[src/rtl/clk_activity_monitor.sv]
// Frequency-band and stall monitor for a free-running test clock.
// Counts MCLK rising edges over a fixed window of CLK cycles and grades the result.
`timescale 1ns/1ps

module clk_activity_monitor #(
    parameter int WINDOW      = 256,
    parameter int CNT_W       = 16,
    parameter int MIN_EDGES   = 60,
    parameter int MAX_EDGES   = 68,
    parameter int STALL_LIMIT = 64
) (
    input  logic             CLK,
    input  logic             RESET,
    input  logic             MCLK,
    input  logic             START,
    input  logic             CONTINUOUS,
    output logic             BUSY,
    output logic             DONE,
    output logic [CNT_W-1:0] EDGE_COUNT,
    output logic             IN_RANGE,
    output logic             TOO_SLOW,
    output logic             TOO_FAST,
    output logic             STALLED
);

    localparam int WIN_W = $clog2(WINDOW);
    localparam int STL_W = $clog2(STALL_LIMIT + 1);
    localparam logic [CNT_W-1:0] CNT_MAX   = '1;
    localparam logic [CNT_W-1:0] MIN_C     = CNT_W'(MIN_EDGES);
    localparam logic [CNT_W-1:0] MAX_C     = CNT_W'(MAX_EDGES);
    localparam logic [WIN_W-1:0] WIN_LAST  = WIN_W'(WINDOW - 1);
    localparam logic [STL_W-1:0] STALL_MAX = STL_W'(STALL_LIMIT);

    typedef enum logic [1:0] {
        IDLE    = 2'd0,
        ARM     = 2'd1,
        MEASURE = 2'd2,
        REPORT  = 2'd3
    } state_t;

    state_t             state_r;
    logic               sync1_r;
    logic               sync2_r;
    logic               prev_r;
    logic               rise_s;
    logic               arm_cnt_r;
    logic [WIN_W-1:0]   win_cnt_r;
    logic [CNT_W-1:0]   edge_cnt_r;
    logic [CNT_W-1:0]   edge_inc_s;
    logic [STL_W-1:0]   stall_cnt_r;
    logic [STL_W-1:0]   stall_next_s;
    logic               busy_r;
    logic               done_r;
    logic [CNT_W-1:0]   edge_count_r;
    logic               in_range_r;
    logic               too_slow_r;
    logic               too_fast_r;
    logic               stalled_r;

    assign rise_s = sync2_r & ~prev_r;

    // Saturating edge-count and stall-count next values
    always_comb begin
        edge_inc_s   = edge_cnt_r;
        stall_next_s = stall_cnt_r;
        if (rise_s && (edge_cnt_r != CNT_MAX)) begin
            edge_inc_s = edge_cnt_r + CNT_W'(1);
        end else begin
            edge_inc_s = edge_cnt_r;
        end
        if (rise_s) begin
            stall_next_s = '0;
        end else if (stall_cnt_r != STALL_MAX) begin
            stall_next_s = stall_cnt_r + STL_W'(1);
        end else begin
            stall_next_s = stall_cnt_r;
        end
    end

    // Synchroniser, stall tracking, measurement FSM and result registers
    always_ff @(posedge CLK) begin
        if (RESET) begin
            state_r      <= IDLE;
            sync1_r      <= 1'b0;
            sync2_r      <= 1'b0;
            prev_r       <= 1'b0;
            arm_cnt_r    <= 1'b0;
            win_cnt_r    <= '0;
            edge_cnt_r   <= '0;
            stall_cnt_r  <= '0;
            busy_r       <= 1'b0;
            done_r       <= 1'b0;
            edge_count_r <= '0;
            in_range_r   <= 1'b0;
            too_slow_r   <= 1'b0;
            too_fast_r   <= 1'b0;
            stalled_r    <= 1'b0;
        end else begin
            sync1_r     <= MCLK;
            sync2_r     <= sync1_r;
            prev_r      <= sync2_r;
            stall_cnt_r <= stall_next_s;
            stalled_r   <= (stall_next_s == STALL_MAX);
            done_r      <= 1'b0;
            case (state_r)
                IDLE: begin
                    if (START) begin
                        state_r   <= ARM;
                        busy_r    <= 1'b1;
                        arm_cnt_r <= 1'b0;
                    end else begin
                        busy_r    <= 1'b0;
                    end
                end
                ARM: begin
                    // Two cycles let stale synchroniser contents drain before counting
                    win_cnt_r  <= '0;
                    edge_cnt_r <= '0;
                    if (arm_cnt_r) begin
                        state_r <= MEASURE;
                    end else begin
                        arm_cnt_r <= 1'b1;
                    end
                end
                MEASURE: begin
                    edge_cnt_r <= edge_inc_s;
                    if (win_cnt_r == WIN_LAST) begin
                        state_r <= REPORT;
                    end else begin
                        win_cnt_r <= win_cnt_r + WIN_W'(1);
                    end
                end
                REPORT: begin
                    edge_count_r <= edge_cnt_r;
                    too_slow_r   <= (edge_cnt_r < MIN_C);
                    too_fast_r   <= (edge_cnt_r > MAX_C);
                    in_range_r   <= (edge_cnt_r >= MIN_C) && (edge_cnt_r <= MAX_C);
                    done_r       <= 1'b1;
                    win_cnt_r    <= '0;
                    edge_cnt_r   <= '0;
                    if (CONTINUOUS) begin
                        state_r <= MEASURE;
                    end else begin
                        state_r <= IDLE;
                        busy_r  <= 1'b0;
                    end
                end
                default: begin
                    state_r <= IDLE;
                    busy_r  <= 1'b0;
                end
            endcase
        end
    end

    assign BUSY       = busy_r;
    assign DONE       = done_r;
    assign EDGE_COUNT = edge_count_r;
    assign IN_RANGE   = in_range_r;
    assign TOO_SLOW   = too_slow_r;
    assign TOO_FAST   = too_fast_r;
    assign STALLED    = stalled_r;

endmodule

[config.mk]
export PLATFORM = sky130hd
export DESIGN_NAME = clk_activity_monitor
export DESIGN_NICKNAME = d
export VERILOG_FILES = /design/src/rtl/clk_activity_monitor.sv
export SDC_FILE = /design/constraint.sdc
export NUM_CORES = 1
export LEC_CHECK = 0
export BUFFER_PORTS_ARGS = -buffer_cell sky130_fd_sc_hd__buf_2
export CORE_ASPECT_RATIO = 0.9
export CORE_MARGIN = 2
export CORE_UTILIZATION = 50
export CTS_BUF_LIST = sky130_fd_sc_hd__clkbuf_8
export CTS_CLUSTER_SIZE = 20
export DETAILED_ROUTE_END_ITERATION = 16
export PLACE_DENSITY = 0.72
export SYNTH_ARGS = -nofsm -noshare
export SYNTH_HDL_FRONTEND = slang
export SYNTH_SLANG_ARGS = --single-unit
[constraint.sdc]
create_clock -name CLK -period 2.03 [get_ports CLK]
set_input_delay 0.1015 -clock CLK [delete_from_list [all_inputs] [get_ports CLK]]
set_output_delay 0.1015 -clock CLK [all_outputs]
set_load 0.03 [all_outputs]
==> metrics.txt, run 1 <==
Synth warnings=0; Tmin final=1.848 ns; FP Rows=25; Worst VDD drop=approximately 0.59 mV; worst hold path class=input pin to flip-flop; total I/O pin count=27; Initial Utilization=roughly half; sequential share of the synthesized area=between 40 and 50%; final core occ=58.65%; Vias=2282; Startpoint Class=flip-flop; leading area contributor after synthesis=dfxtp_1; area occupied by multi-input gates=1345 um^2; Max clock buf depth=2; final net count=353; Synth top area share=44.63%; area post-placement=around 2800 um^2; Slew HR=53.38%; critical path fanouts, max=9; per-cell routed wire length=roughly 13 um; DRC Markers=0; setup_tns=0 ns; Antenna Nets Post-Route=0; Die Ht=about 73 um; Seq cells post-synth=just under 60; Synth Flop Type=dfxtp_1; Post-CTS Setup Inserts=0; clk sinks=roughly 60; Mean Syn Cell Area=between 8 and 9 um^2; global-route wire length before repair=9.301 mm; ranking of synthesized cells by area=dfxtp_1, nand2_1, nor2_1; flip-flop and latch area=roughly 1200 um^2; synthesized area=between 2000 and 3000 um^2; Global Route Usage Sum=20.60%; syn_nets=325; CP arrival=slightly above 2 ns; RD Place Congestion=0.8778; share of cells above drive strength 1=16.67%; Max-Cap Viols=0; die width=80.69 um; Initial DRT Pass Iterations=4; Final Hold Vio Count=0; Iteration-0 DRC Markers=119; vias per cell=5.499; Slew @ Worst Pin=0.6976 ns; die area=5891 um^2; PD cells=763.3 nW/um^2; LEAKAGE=between 1 and 1.5 nW; final instance area=between 3000 and 4000 um^2; Hold Slack=0.08799 ns; clock root buffer=clkbuf_8; TritonCTS clock tree=done; CP Data Required Time=2.25 ns; DP Wirelength=roughly 3.8 mm; skew final=between 0.007 and 0.008 ns; Netlist cell types=50; Final Cycle Share=between 90% and 100%; RSZ-0062 raised after global routing=false; initial antenna violation count=0; Worst setup EP type=flip-flop; Fillers=478; clock slew at reported path FFs=0.06 ns; fmax=541.2 MHz; final number of setup-violating endpoints=0; hold bufs inserted after CTS=1; Final Max Slew Viols=0; synthesis-to-layout area growth=15.08%; grt ovf=0; Post-Syn Instances=315; I/O Buffers=26; Core Box Area=5192 um^2; Inserted Clock Buffers=9; worst-skew pair later-pin latency=0.33 ns; number of global-route vias before repair=2087; Overall Power=between 2 and 2.5 mW; n_diodes=0; Async SR Flop Fraction=0%; final wirelength=5.432 mm; CP Class=flip-flop to flip-flop; status=finished, final reports clean; Resized Gates After CTS=0; Post-synth EDFFs=0; CTS HTree Levels=3; largest net degree at the start of global routing=24
==> critical path, stage by stage, from the launching register on <==
cell and delay, ns:
dfxtp_1 0.44, ha_1 0.31, nand3_1 0.17, nor4_4 0.43
nor3_1 0.15, xnor2_1 0.18, nor2_1 0.05
==> per-layer routing <==
metal | vias to the layer above | global-route usage [%] | part of all wire [%]
met3 | 8 | 5.941 | 4.5
met5 | - | 0 | 0
met2 | 46 | 33.06 | 48
met1 | 1079 | 25.41 | 46
li1 | 1149 | - | -
met4 | 0 | 10.17 | 1.7
==> sequential cells by signal, summed over array words and instances (netlist names) <==
register and count:
prev_r 1, state_r 2, BUSY 1, TOO_FAST 1, sync2_r 1, edge_cnt_r 16, win_cnt_r 8, STALLED 1
EDGE_COUNT 16, arm_cnt_r 1, stall_cnt_r 7, DONE 1, IN_RANGE 1, TOO_SLOW 1, sync1_r 1
==> where the power goes <==
part / switching [mW] / total (mW) / internal (mW)
Clock: 0.445 / 1.03 / 0.588
Combinational: 0.0639 / 0.0990 / 0.0351
Sequential: 0.0188 / 1.19 / 1.17
Total: 0.527 / 2.32 / 1.80
==> cells in the final DEF (no fill, tap or decap), types with 2 or more instances in the layout <==
| master | n |
|---|---|
| and3_1 | 3 |
| nand3b_1 | 2 |
| nand4_1 | 9 |
| nor3b_1 | 2 |
| nor2_1 | 34 |
| nor4_1 | 7 |
| buf_4 | 8 |
| dfxtp_1 | 59 |
| o21ai_0 | 5 |
| a211oi_1 | 2 |
| clkbuf_8 | 10 |
| mux2i_1 | 2 |
| nand2_1 | 43 |
| and4_1 | 4 |
| nand3_1 | 13 |
| a21oi_1 | 25 |
| a2111oi_0 | 2 |
| nand4_2 | 2 |
| xor2_1 | 7 |
| inv_1 | 11 |
| and2_1 | 3 |
| or3_1 | 2 |
| buf_2 | 26 |
| o211ai_1 | 3 |
| ha_1 | 5 |
| o21ai_1 | 6 |
| xnor2_1 | 14 |
| nor3_1 | 10 |
| clkinv_2 | 3 |
| nor2b_1 | 4 |
==> path summary, 6_finish.rpt <==
check / startpoint / end / slack (ns) / cells past startpoint
max: edge_cnt_r[1] / edge_cnt_r[7] / 0.18 / 6
min: CONTINUOUS / state_r[1] / 0.09 / 3
max reg2reg: edge_cnt_r[1] / edge_cnt_r[7] / 0.18 / 6
min reg2reg: sync1_r / sync2_r / 0.43 / 1
==> final cells by class <==
type                            instances  share of cell area (%)
Inverter                               11                   1.356
Sequential cell                        59                   38.78
Multi-Input combinational cell        227                   44.17
Timing Repair Buffer                   35                   6.574
Tap cell                               67                   2.753
Clock buffer                           10                   4.519
Clock inverter                          6                   1.849
==> per-stage QoR <==
| stage | setup WS, ns | instances |
|---|---|---|
| 6_report | 0.1822 | 415 |
| 5_1_grt | 0.05519 | 415 |
| 4_1_cts | 0.1995 | 415 |
| 3_5_place_dp | 0.2355 | 398 |
| 3_3_place_gp | 0.3271 | 398 |
| 2_1_floorplan | 0.4162 | 315 |
==> logic make-up (layout without fill, tap and decap cells) <==
kind of cell	Yosys count	count (layout)	synth area share [%]
simple gates	146	146	28.70
flops	59	59	44.63
compound gates	53	53	12.06
buf+inv	29	62	4.539
xor+xnor	21	21	6.950
fa+ha+maj	5	5	2.364
mux	2	2	0.7565
==> cells in the mapped netlist (3+ instances only) <==
library cell   n
dfxtp_1       59
o21ai_0        5
xnor2_1       14
nor2b_1        4
nor4_1         7
clkbuf_1      10
ha_1           5
nand3_1       13
and2_1         3
nor2_1        34
a21oi_1       25
nand2_1       43
nor3_1        10
nand4_1        9
buf_2          5
and3_1         3
and4_1         4
o21ai_1        6
xor2_1         7
o211ai_1       3
inv_1         10
(Power assumes the default switching activity.)
==> inputs of run 2 (changes only) <==
==> constraint.sdc (replaced) <==
create_clock -name CLK -period 2.03 [get_ports CLK]
set_input_delay 0.5075 -clock CLK [delete_from_list [all_inputs] [get_ports CLK]]
set_output_delay 0.5075 -clock CLK [all_outputs]
set_load 0.03 [all_outputs]
==> metrics.txt, run 2 (synthesized netlist as in run 1, its figures left out) <==
Crit path largest cell delay=0.49 ns (was 0.44 ns); share of cells above drive strength 1=15.99% (was 16.67%); CP Data Required Time=2.26 ns (was 2.25 ns); die width=80.69 um (unchanged); setup_tns=0 ns (unchanged); Vias=2248 (was 2282); Core Box Area=5192 um^2 (unchanged); CP Class=flip-flop to flip-flop (unchanged); Antenna Nets Post-Route=0 (unchanged); per-cell routed wire length=13.56 um (was 13.09 um); Slew HR=58.57% (was 53.38%); Tmin final=1.879 ns (was 1.848 ns); Slew @ Worst Pin=0.6200 ns (was 0.6976 ns); Initial Utilization=50.96% (unchanged); total I/O pin count=27 (unchanged); Global Route Usage Sum=21.49% (was 20.60%); TritonCTS clock tree=done (unchanged); CP arrival=2.11 ns (was 2.07 ns); Die Ht=73.02 um (unchanged); Final Max Slew Viols=0 (unchanged); global-route wire length before repair=9.625 mm (was 9.301 mm); critical-path cell list=ha_1 > nand3_1 > or4_4 > a21oi_2 > o21ai_1 > o41ai_1 (was ha_1 > nand3_1 > nor4_4 > nor3_1 > xnor2_1 > nor2_1); final wirelength=5.574 mm (was 5.432 mm); DP Wirelength=3.834 mm (was 3.809 mm); Overall Power=2.338 mW (was 2.324 mW); critical path fanouts, max=7 (was 9); clk sinks=59 (unchanged); n_diodes=0 (unchanged); clock slew at reported path FFs=0.07 ns (was 0.06 ns); Startpoint Class=flip-flop (unchanged); most frequent cells in the layout=dfxtp_1, nand2_1, nor2_1 (unchanged); worst hold path class=input pin to flip-flop (unchanged); PD cells=775.9 nW/um^2 (was 763.3 nW/um^2); final number of setup-violating endpoints=0 (unchanged); synthesis-to-layout area growth=13.85% (was 15.08%); Max clock buf depth=2 (unchanged); Initial DRT Pass Iterations=4 (unchanged); commonest non-fill, non-tap cell in the layout=dfxtp_1 (unchanged); Resized Gates After CTS=0 (unchanged); I/O Buffers=26 (unchanged); clock root buffer=clkbuf_8 (unchanged); Final Hold Vio Count=0 (unchanged); status=finished, final reports clean (unchanged); DRC Markers=0 (unchanged); final core occ=58.02% (was 58.65%); skew final=0.005947 ns (was 0.007794 ns); Slowest-stage cell, CP=or4_4 (was dfxtp_1); CTS HTree Levels=3 (unchanged); Final Cycle Share=92.58% (was 91.03%); RSZ-0062 raised after global routing=false (unchanged); vias per cell=5.470 (was 5.499); final net count=349 (was 353); largest net degree at the start of global routing=22 (was 24); Max-Cap Viols=0 (unchanged); die area=5891 um^2 (unchanged); number of global-route vias before repair=2078 (was 2087); RD Place Congestion=0.8168 (was 0.8778); Worst setup EP type=flip-flop (unchanged); FP Rows=25 (unchanged); initial antenna violation count=0 (unchanged); grt ovf=0 (unchanged); fmax=532.1 MHz (was 541.2 MHz); Iteration-0 DRC Markers=145 (was 119); Inserted Clock Buffers=9 (unchanged); Worst VDD drop=0.4395 mV (was 0.5948 mV); worst-skew pair later-pin latency=0.34 ns (was 0.33 ns); LEAKAGE=1.112 nW (was 1.132 nW)
## run 2: changes by cell type in the layout (fill, tap and decap cells not counted)
cell	change
buf_4	-3
dlygate4sd3_1	-1
## run 2: repair_timing
item                                    in CTS  in global routing
endpoints found under the setup margin       0                  3
hold buffers                                 0                  0
setup buffers                                0                  1
## run 2: final timing paths
kind	start	end	slack, ns	cells past startpoint
worst max-delay path	edge_cnt_r[0]	edge_cnt_r[12]	0.15	6
worst min-delay path	MCLK	sync1_r	0.37	2
worst max register to register	edge_cnt_r[0]	edge_cnt_r[12]	0.15	6
worst min register to register	sync1_r	sync2_r	0.44	1
## run 2: final cells by class
cell class / instances / area [um^2]
fill: 481 / 2180
multi-input combinational: 227 / 1345
sequential: 59 / 1181
timing repair buffer: 31 / 167.7
clock buffer: 10 / 137.6
tap: 67 / 83.83
clock inverter: 6 / 56.30
inverter: 11 / 41.29
## run 2: layer usage
layer  vias up  part of all wire (%)  track usage (%)
met3        10                   4.0            5.941
met2        37                    47            34.81
li1       1154                     -                -
met5         -                     0                0
met4         0                   2.0            10.17
met1      1047                    47            26.52
## run 2: worst max-delay path: cells and delay by family (launching register included)
family                     cells  cell delay [ns]
and+or+nand+nor                2             0.66
DFF                            1             0.45
adders and majority gates      1             0.33
AOI/OAI and AO/OA              3             0.33
## run 2: report_power, final
part / switching, mW / internal (mW) / leakage, nW
sequential: 0.0199 / 1.17 / 0.477
combinational: 0.0630 / 0.0318 / 0.532
clock: 0.461 / 0.588 / 0.103
## run 2: per-stage QoR
step                      hold WS [ns]  cells  setup slack [ns]  area (um^2)
final                           0.3745    411            0.1507         3013
after global routing            0.4167    411          0.001418         3013
after CTS                       0.3598    410            0.1523         3005
after detailed placement        0.4282    394            0.1772         2811
after global placement          0.4172    394            0.2579         2811
after floorplan                 0.4138    315            0.4162         2646
